[src/rtl/writeback_stage.sv]
// ============================================================================
// Module      : writeback_stage
// Description : Final pipeline stage; waits for load data, extends it and
//               drives the registered register-file write port and retire count.
// Revision    : 1.0 - initial release
// ============================================================================
`default_nettype none

module writeback_stage #(
    parameter int XLEN = 32
) (
    input  logic            clk,
    input  logic            reset,
    input  logic            in_valid,
    output logic            in_ready,
    input  logic            in_reg_write,
    input  logic [4:0]      in_rd,
    input  logic [1:0]      in_result_src,
    input  logic [2:0]      in_funct3,
    input  logic [XLEN-1:0] in_alu_result,
    input  logic [XLEN-1:0] in_pc_plus4,
    input  logic            dmem_rvalid,
    input  logic [XLEN-1:0] dmem_rdata,
    output logic            we3,
    output logic [4:0]      wa3,
    output logic [XLEN-1:0] wd3,
    output logic            retire,
    output logic [63:0]     instret
);

    typedef enum logic [0:0] {
        S_IDLE      = 1'b0,
        S_WAIT_LOAD = 1'b1
    } state_t;

    localparam logic [1:0] c_SRC_LOAD = 2'b01;
    localparam logic [1:0] c_SRC_PC4  = 2'b10;

    state_t            state_q;
    logic              ld_reg_write_q;
    logic [4:0]        ld_rd_q;
    logic [2:0]        ld_funct3_q;
    logic [1:0]        ld_off_q;
    logic              we3_q;
    logic [4:0]        wa3_q;
    logic [XLEN-1:0]   wd3_q;
    logic              retire_q;
    logic [63:0]       instret_q;

    logic [7:0]        ld_byte;
    logic [15:0]       ld_half;
    logic [XLEN-1:0]   ld_data;
    logic              nl_we;
    logic              ld_we;

    // Byte/halfword lane selection from the captured address offset
    always_comb begin
        case (ld_off_q)
            2'd0:    ld_byte = dmem_rdata[7:0];
            2'd1:    ld_byte = dmem_rdata[15:8];
            2'd2:    ld_byte = dmem_rdata[23:16];
            default: ld_byte = dmem_rdata[31:24];
        endcase
        ld_half = ld_off_q[1] ? dmem_rdata[31:16] : dmem_rdata[15:0];
        case (ld_funct3_q)
            3'b000:  ld_data = {{(XLEN-8){ld_byte[7]}}, ld_byte};
            3'b100:  ld_data = {{(XLEN-8){1'b0}}, ld_byte};
            3'b001:  ld_data = {{(XLEN-16){ld_half[15]}}, ld_half};
            3'b101:  ld_data = {{(XLEN-16){1'b0}}, ld_half};
            default: ld_data = dmem_rdata;
        endcase
    end

    assign nl_we = in_reg_write && (in_rd != 5'd0);
    assign ld_we = ld_reg_write_q && (ld_rd_q != 5'd0);

    always_ff @(posedge clk) begin
        if (reset) begin
            state_q        <= S_IDLE;
            ld_reg_write_q <= 1'b0;
            ld_rd_q        <= 5'd0;
            ld_funct3_q    <= 3'd0;
            ld_off_q       <= 2'd0;
            we3_q          <= 1'b0;
            wa3_q          <= 5'd0;
            wd3_q          <= '0;
            retire_q       <= 1'b0;
            instret_q      <= 64'd0;
        end else begin
            we3_q    <= 1'b0;
            retire_q <= 1'b0;
            if (retire_q) begin
                instret_q <= instret_q + 64'd1;
            end
            case (state_q)
                S_IDLE: begin
                    if (in_valid) begin
                        if (in_result_src == c_SRC_LOAD) begin
                            ld_reg_write_q <= in_reg_write;
                            ld_rd_q        <= in_rd;
                            ld_funct3_q    <= in_funct3;
                            ld_off_q       <= in_alu_result[1:0];
                            state_q        <= S_WAIT_LOAD;
                        end else begin
                            retire_q <= 1'b1;
                            we3_q    <= nl_we;
                            // wa3/wd3 only move when a write actually happens
                            if (nl_we) begin
                                wa3_q <= in_rd;
                                wd3_q <= (in_result_src == c_SRC_PC4) ? in_pc_plus4
                                                                      : in_alu_result;
                            end
                        end
                    end
                end
                S_WAIT_LOAD: begin
                    if (dmem_rvalid) begin
                        retire_q <= 1'b1;
                        we3_q    <= ld_we;
                        if (ld_we) begin
                            wa3_q <= ld_rd_q;
                            wd3_q <= ld_data;
                        end
                        state_q <= S_IDLE;
                    end
                end
                default: state_q <= S_IDLE;
            endcase
        end
    end

    assign in_ready = (state_q == S_IDLE);
    assign we3      = we3_q;
    assign wa3      = wa3_q;
    assign wd3      = wd3_q;
    assign retire   = retire_q;
    assign instret  = instret_q;

endmodule

`default_nettype wire

[config.mk]
export PLATFORM = sky130hd
export DESIGN_NAME = writeback_stage
export DESIGN_NICKNAME = d
export VERILOG_FILES = /design/src/rtl/writeback_stage.sv
export SDC_FILE = /design/constraint.sdc
export NUM_CORES = 1
export LEC_CHECK = 0
export ABC_AREA = 1
export CAP_MARGIN = 5
export CORE_MARGIN = 4
export CORE_UTILIZATION = 43
export CTS_CLUSTER_SIZE = 30
export DETAILED_ROUTE_END_ITERATION = 8
export PLACE_DENSITY = 0.81
export SETUP_SLACK_MARGIN = 0.1
export SLEW_MARGIN = 10
export SYNTH_ARGS = -nofsm -noshare
export SYNTH_HDL_FRONTEND = slang
export SYNTH_SLANG_ARGS = --single-unit
[constraint.sdc]
create_clock -name clk -period 4.2 [get_ports clk]
set_input_delay 0.42 -clock clk [delete_from_list [all_inputs] [get_ports clk]]
set_output_delay 0.42 -clock clk [all_outputs]
set_load 0.02 [all_outputs]
[After elaboration in Yosys (flattened, before gate mapping)]
Index checks and enable logic that the tools add are counted.
Storage, ports and cells
  register bits: 115
  latch bits: 0
  memory bits (writable): 0
  ROM bits: 0
  bits of input ports: 111
  output and inout port bits: 104
  logic and storage cells: 60
  memories: 0
Operators by class
  add/sub/neg operators: 1
  multipliers: 0
  divide/modulo/power cells: 0
  $lt $le $gt $ge: 0
  equal/unequal tests: 12
  shift operators: 0
  multiplexer cells: 28
  bitwise operators: 1
  reduce and logical (&&, ||, !) cells: 8
Operators by type and width (count)
  $mux 32: 6
  $pmux 32 s4: 1
  $add 64x1->64 const B: 1
  $pmux 32 s2: 1
  $mux 5: 5
  $pmux 8 s3: 1
  $mux 16: 1
  $pmux 5 s2: 1
  $reduce_bool 5->1: 2
  $mux 1: 9
  $eq 3x3->1 const B: 2
  $ne 2x2->1 const B: 3
  $pmux 1 s2: 3
  $reduce_and 5->1: 1
  $eq 2x1->1 const B: 2
  $eq 2x2->1 const B: 2
  $ne 2x1->1 const B: 2
  $eq 3x1->1 const B: 1
  $logic_not 3->1: 1
  $reduce_and 3->1: 1
  $logic_and 1x1->1: 2
  $logic_not 2->1: 1
  $not 1->1: 1

[Logic depth before layout (Yosys ltp)]
  word-level depth: 6
  depth in mapped cells: 11
  gate-level depth less buffers: 11

[Least setup slack after synthesis]
Ideal clock, no wire load.
  kind: register to register
  start: reg instret_q[0] (netlist: instret[0])
  end: reg instret_q[54] (netlist: instret[54])
  setup time: 0.115 ns
  data arrival time: 1.698 ns
  data required time: 4.085 ns
  path slack: 2.387 ns
  cell stages (with the launch flop): 11
  buffers on the path: 0
  clock period less this slack: 1.813 ns
  cell sequence: dfxtp_1 > ha_1 > nand3_2 > nor2_4 > nand3_4 > nor2_4 > nand2_4 > nor2_4 > nand3_1 > nand2_1 > nor2_1
Between the ends
  cells in the longest elaborated chain, start to end: 1
RTL lines
  start, declared: line 48  | logic [63:0] instret_q;
  start signal, assigned: line 93  | instret_q <= instret_q + 64'd1;
  $add 64x1->64: line 93
No other way between the ends.
A chain may end at the register's enable or synchronous reset.

[Worst setup path after layout]
  start: reg ld_off_q[1]
  end: reg wd3_q[12] (netlist: wd3[12])
Between the ends
  cells in the longest elaborated chain, start to end: 6
  elaborated cells between the ends (all ways): 9
  classes of those cells: eq/ne: 2; mux: 6; reduce/logical: 1
RTL lines
  start, declared: line 43  | logic [1:0] ld_off_q;
  start signal, assigned: line 102  | ld_off_q <= in_alu_result[1:0];
  $eq 2x2->1, or another cell as far along: line 58  | case (ld_off_q)
  $pmux 8 s3: line 58
  $pmux 32 s4 *: line 65  | case (ld_funct3_q)
  $mux 32 *: line 120  | if (ld_we) begin
  $mux 32 *: line 117  | if (dmem_rvalid) begin
  $pmux 32 s2 *: line 95  | case (state_q)
  end signal, assigned: line 110  | wd3_q <= (in_result_src == c_SRC_PC4) ? in_pc_plus4
  end signal, assigned: line 122  | wd3_q <= ld_data;
  end, declared: line 46  | logic [XLEN-1:0] wd3_q;
Every way passes the cells marked *; elsewhere a longest branch is shown, timed or not. The select of a mux whose other input is x is not followed.

==> impl_metrics.env <==
export IMPL_status="completed"
export IMPL_maxSlewHeadroom=0.3328
export IMPL_h_tree_depth=4
export IMPL_grt_max_degree=58
export IMPL_power_density_nw_per_um2=305.8
export IMPL_critical_path_class="reg2reg"
export IMPL_worstSetupEndpointType="register"
export IMPL_grt_pass1_wl_um=38250
export IMPL_port_buffers=214
export IMPL_grt_pass1_vias=7564
export IMPL_synthCells=1087
export IMPL_combinationalPowerShare=0.141
export IMPL_hpwlAfterDp_um=18350
export IMPL_syn2layout_area_growth_pct=41.63
export IMPL_syn_area_sq_um=6798
export IMPL_critPathLaunchType="register"
export IMPL_clock_path_buffers=2
export IMPL_p_int_w=0.002206
export IMPL_swShare=0.2508
export IMPL_reg2regPathDepth=6
export IMPL_power_frac_seq=0.392
export IMPL_drive_above_1_share=0.05878
export IMPL_synthArstFlopShare=0
export IMPL_dr_pass1_iters=5
export IMPL_ios=215
export IMPL_min_period_over_period=0.5943
export IMPL_clkPwrFrac=0.467
export IMPL_vdd_ir_drop_max_mv=0.2819
export IMPL_cts_setup_buffers=0
export IMPL_cap_violations=0
export IMPL_fill_cells=1436
export IMPL_reg2reg_slack_ns=1.70
export IMPL_core_sq_um=15370
export IMPL_required_ns=4.54
export IMPL_grt_ovfl_total=0
export IMPL_routed_wl_um=24160
export IMPL_synth_area_per_cell_sq_um=6.254
export IMPL_worstReg2RegEnd="wd3[12]"
export IMPL_skew_ns=0.01000
export IMPL_cts_buffers=17
export IMPL_fin_tns_setup_ns=0
export IMPL_ys_ff_latch=115
export IMPL_die_area_sq_um=17880
export IMPL_rows=45
export IMPL_min_period_ns=2.496
export IMPL_die_h_um=133.7
export IMPL_grt_setup_unrepaired="no"
export IMPL_nets=1394
export IMPL_crit_fanout=22
export IMPL_min_to="wd3[7]"
export IMPL_start_util=0.4422
export IMPL_grt_usage=0.2640
export IMPL_hold_path_cell_count=2
export IMPL_finalHoldViolations=0
export IMPL_die_x_um=133.7
export IMPL_clock_latency_ns=0.41
export IMPL_rr_startpoint="ld_off_q[1]"
export IMPL_vias=8069
export IMPL_synth_edf_count=0
export IMPL_yosysWarnings=0
export IMPL_p_sw_w=0.0007385
export IMPL_hold_buffers=0
export IMPL_drtAntennaViolNets=0
export IMPL_tightest_slew_ns=0.9979
export IMPL_max_freq_mhz=400.7
export IMPL_leakagePower_nw=3.680
export IMPL_hold_path_class="reg2reg"
export IMPL_place_congestion=0.9637
export IMPL_ys_flop_type="dfxtp_1"
export IMPL_min_from="wd3[7]"
export IMPL_setup_viol=0
export IMPL_regArea_sq_um=2302
export IMPL_root_buffer="clkbuf_16"
export IMPL_synth_cell_types=42
export IMPL_drc=0
export IMPL_drtIter0Drc=742
export IMPL_worst_hold_slack_ns=0.4715
export IMPL_clk_pin_slew_worst_paths_ns=0.05
export IMPL_detail_route_wl_per_cell_um=16.05
export IMPL_cts_sinks=115
export IMPL_routed_via_density=5.361
export IMPL_yosysSeqAreaShare=0.3387
export IMPL_syn_num_nets=1199
export IMPL_ctsResizeCount=0
export IMPL_cts_tree="done"
export IMPL_multi_input_area_sq_um=3926
export IMPL_crit_arrival_ns=2.83
export IMPL_antenna_found_initial=2
export IMPL_drv_slew=0
==> registers in the layout, summed over array words and instances, names as in the netlist <==
signal	count
instret	64
wd3	32
ld_rd_q	5
wa3	5
ld_funct3_q	3
ld_off_q	2
ld_reg_write_q	1
retire	1
state_q	1
we3	1
==> power by group through the flow <==
stage	Combinational, W	Clock [W]	Sequential (W)
6_report	0.000417	0.00137	0.00115
5_1_grt	0.000456	0.00144	0.00116
4_1_cts	0.000417	0.00138	0.00115
3_5_place_dp	0.000415	0	0.00117
3_3_place_gp	0.000411	0	0.00117
2_1_floorplan	0.000176	0	0.00120
==> worst max-delay path by stage <==
stage	startpoint	to	cells after the start
2_1_floorplan	instret[0]	instret[54]	10
3_3_place_gp	dmem_rdata[23]	wd3[12]	9
3_5_place_dp	dmem_rdata[23]	wd3[12]	9
4_1_cts	ld_off_q[1]	wd3[8]	6
5_1_grt	ld_off_q[1]	wd3[8]	6
6_report	ld_off_q[1]	wd3[12]	6
==> cell type report <==
cell class              instances  area share
inverters                     100     0.03899
clock buffers                  25     0.05250
well taps                     211     0.02742
diodes                          1   0.0002599
clock inverters                 5    0.005198
multi-input cells             826      0.4078
flip-flops and latches        115      0.2391
repair buffers                222      0.2287
==> cell usage in the layout, fill, tap and decap left out, types with 2 or more instances in the layout <==
cell,instances
nor3_4,2
dfxtp_1,115
a21oi_1,113
nand3b_1,2
xnor2_1,5
nor3_2,4
nor2_2,9
nand2_1,237
clkinv_1,2
clkbuf_16,17
nor3b_2,2
o21ai_0,102
a31oi_1,2
inv_2,7
clkinv_2,4
inv_1,91
nand3_1,91
nand3_2,3
nor4_1,2
xor2_1,5
nor3_1,26
buf_4,8
o211ai_1,2
nand4_1,28
nor2_4,7
clkbuf_1,3
nand2_2,2
or2_2,2
nor2_1,161
o22ai_1,3
clkbuf_8,5
clkdlybuf4s50_1,214
o211a_1,3
nor3b_1,3
==> synth_stat cells, types with 2 or more instances <==
cell	n	area (sq um)
nand3_1	91	455.4
o22ai_1	3	18.77
nor2_1	161	604.3
xnor2_1	5	43.79
o211ai_1	2	15.01
buf_1	3	11.26
xor2_1	5	43.79
nor2_2	9	56.30
buf_2	8	40.04
nand2_2	2	12.51
nand2_1	237	889.6
clkbuf_1	32	120.1
or2_2	2	12.51
nand3_2	3	30.03
o211a_1	3	30.03
nand4_1	28	175.2
buf_4	3	22.52
nor2_4	7	78.83
nor3_2	4	40.04
nand3b_1	2	15.01
nor3b_1	3	22.52
a21oi_1	113	565.5
nor3b_2	2	25.02
dfxtp_1	115	2302
inv_1	91	341.6
o21ai_0	102	510.5
a31oi_1	2	12.51
nor4_1	2	12.51
nor3_4	2	32.53
nor3_1	26	130.1
inv_2	6	22.52
clkinv_1	3	11.26
==> critical path, cell delays in order, from the launching register on <==
cell and delay [ns]:
dfxtp_1 0.69, o21ai_0 0.23, nand2_1 0.12, nand4_1 0.78
inv_1 0.34, o21ai_0 0.12, a21oi_1 0.14
==> through the flow <==
stage	cells	setup slack [ns]	util	cell area, sq um	total power, W
finish	1505	1.704	0.6264	9628	0.002945
CTS	1504	1.749	0.6262	9625	0.002953
global placement	1474	1.552	0.5901	9070	0.001585
global route	1505	1.407	0.6264	9628	0.003051
floorplan	1087	2.387	-	6798	0.001373
detailed placement	1474	1.525	0.5901	9070	0.001589
==> per-layer routing <==
layer | up-vias | routed length, um | global-route usage
li1 | 3990 | - | -
met1 | 3632 | 9675 | 0.3177
met2 | 397 | 11710 | 0.4483
met3 | 48 | 2202 | 0.07666
met4 | 2 | 546 | 0.09429
met5 | - | 19 | 0
==> cells by family (layout without fill, tap and decap cells) <==
logic type / Yosys count / after routing / synth area share
flops: 115 / 115 / 0.3387
compound gates: 229 / 229 / 0.1736
simple gates: 586 / 586 / 0.3893
other cells: 0 / 1 / 0
xor+xnor: 10 / 10 / 0.01288
fa+ha+maj: 1 / 1 / 0.001840
buf+inv: 146 / 352 / 0.08375
Power figures use the tool's default switching activity.
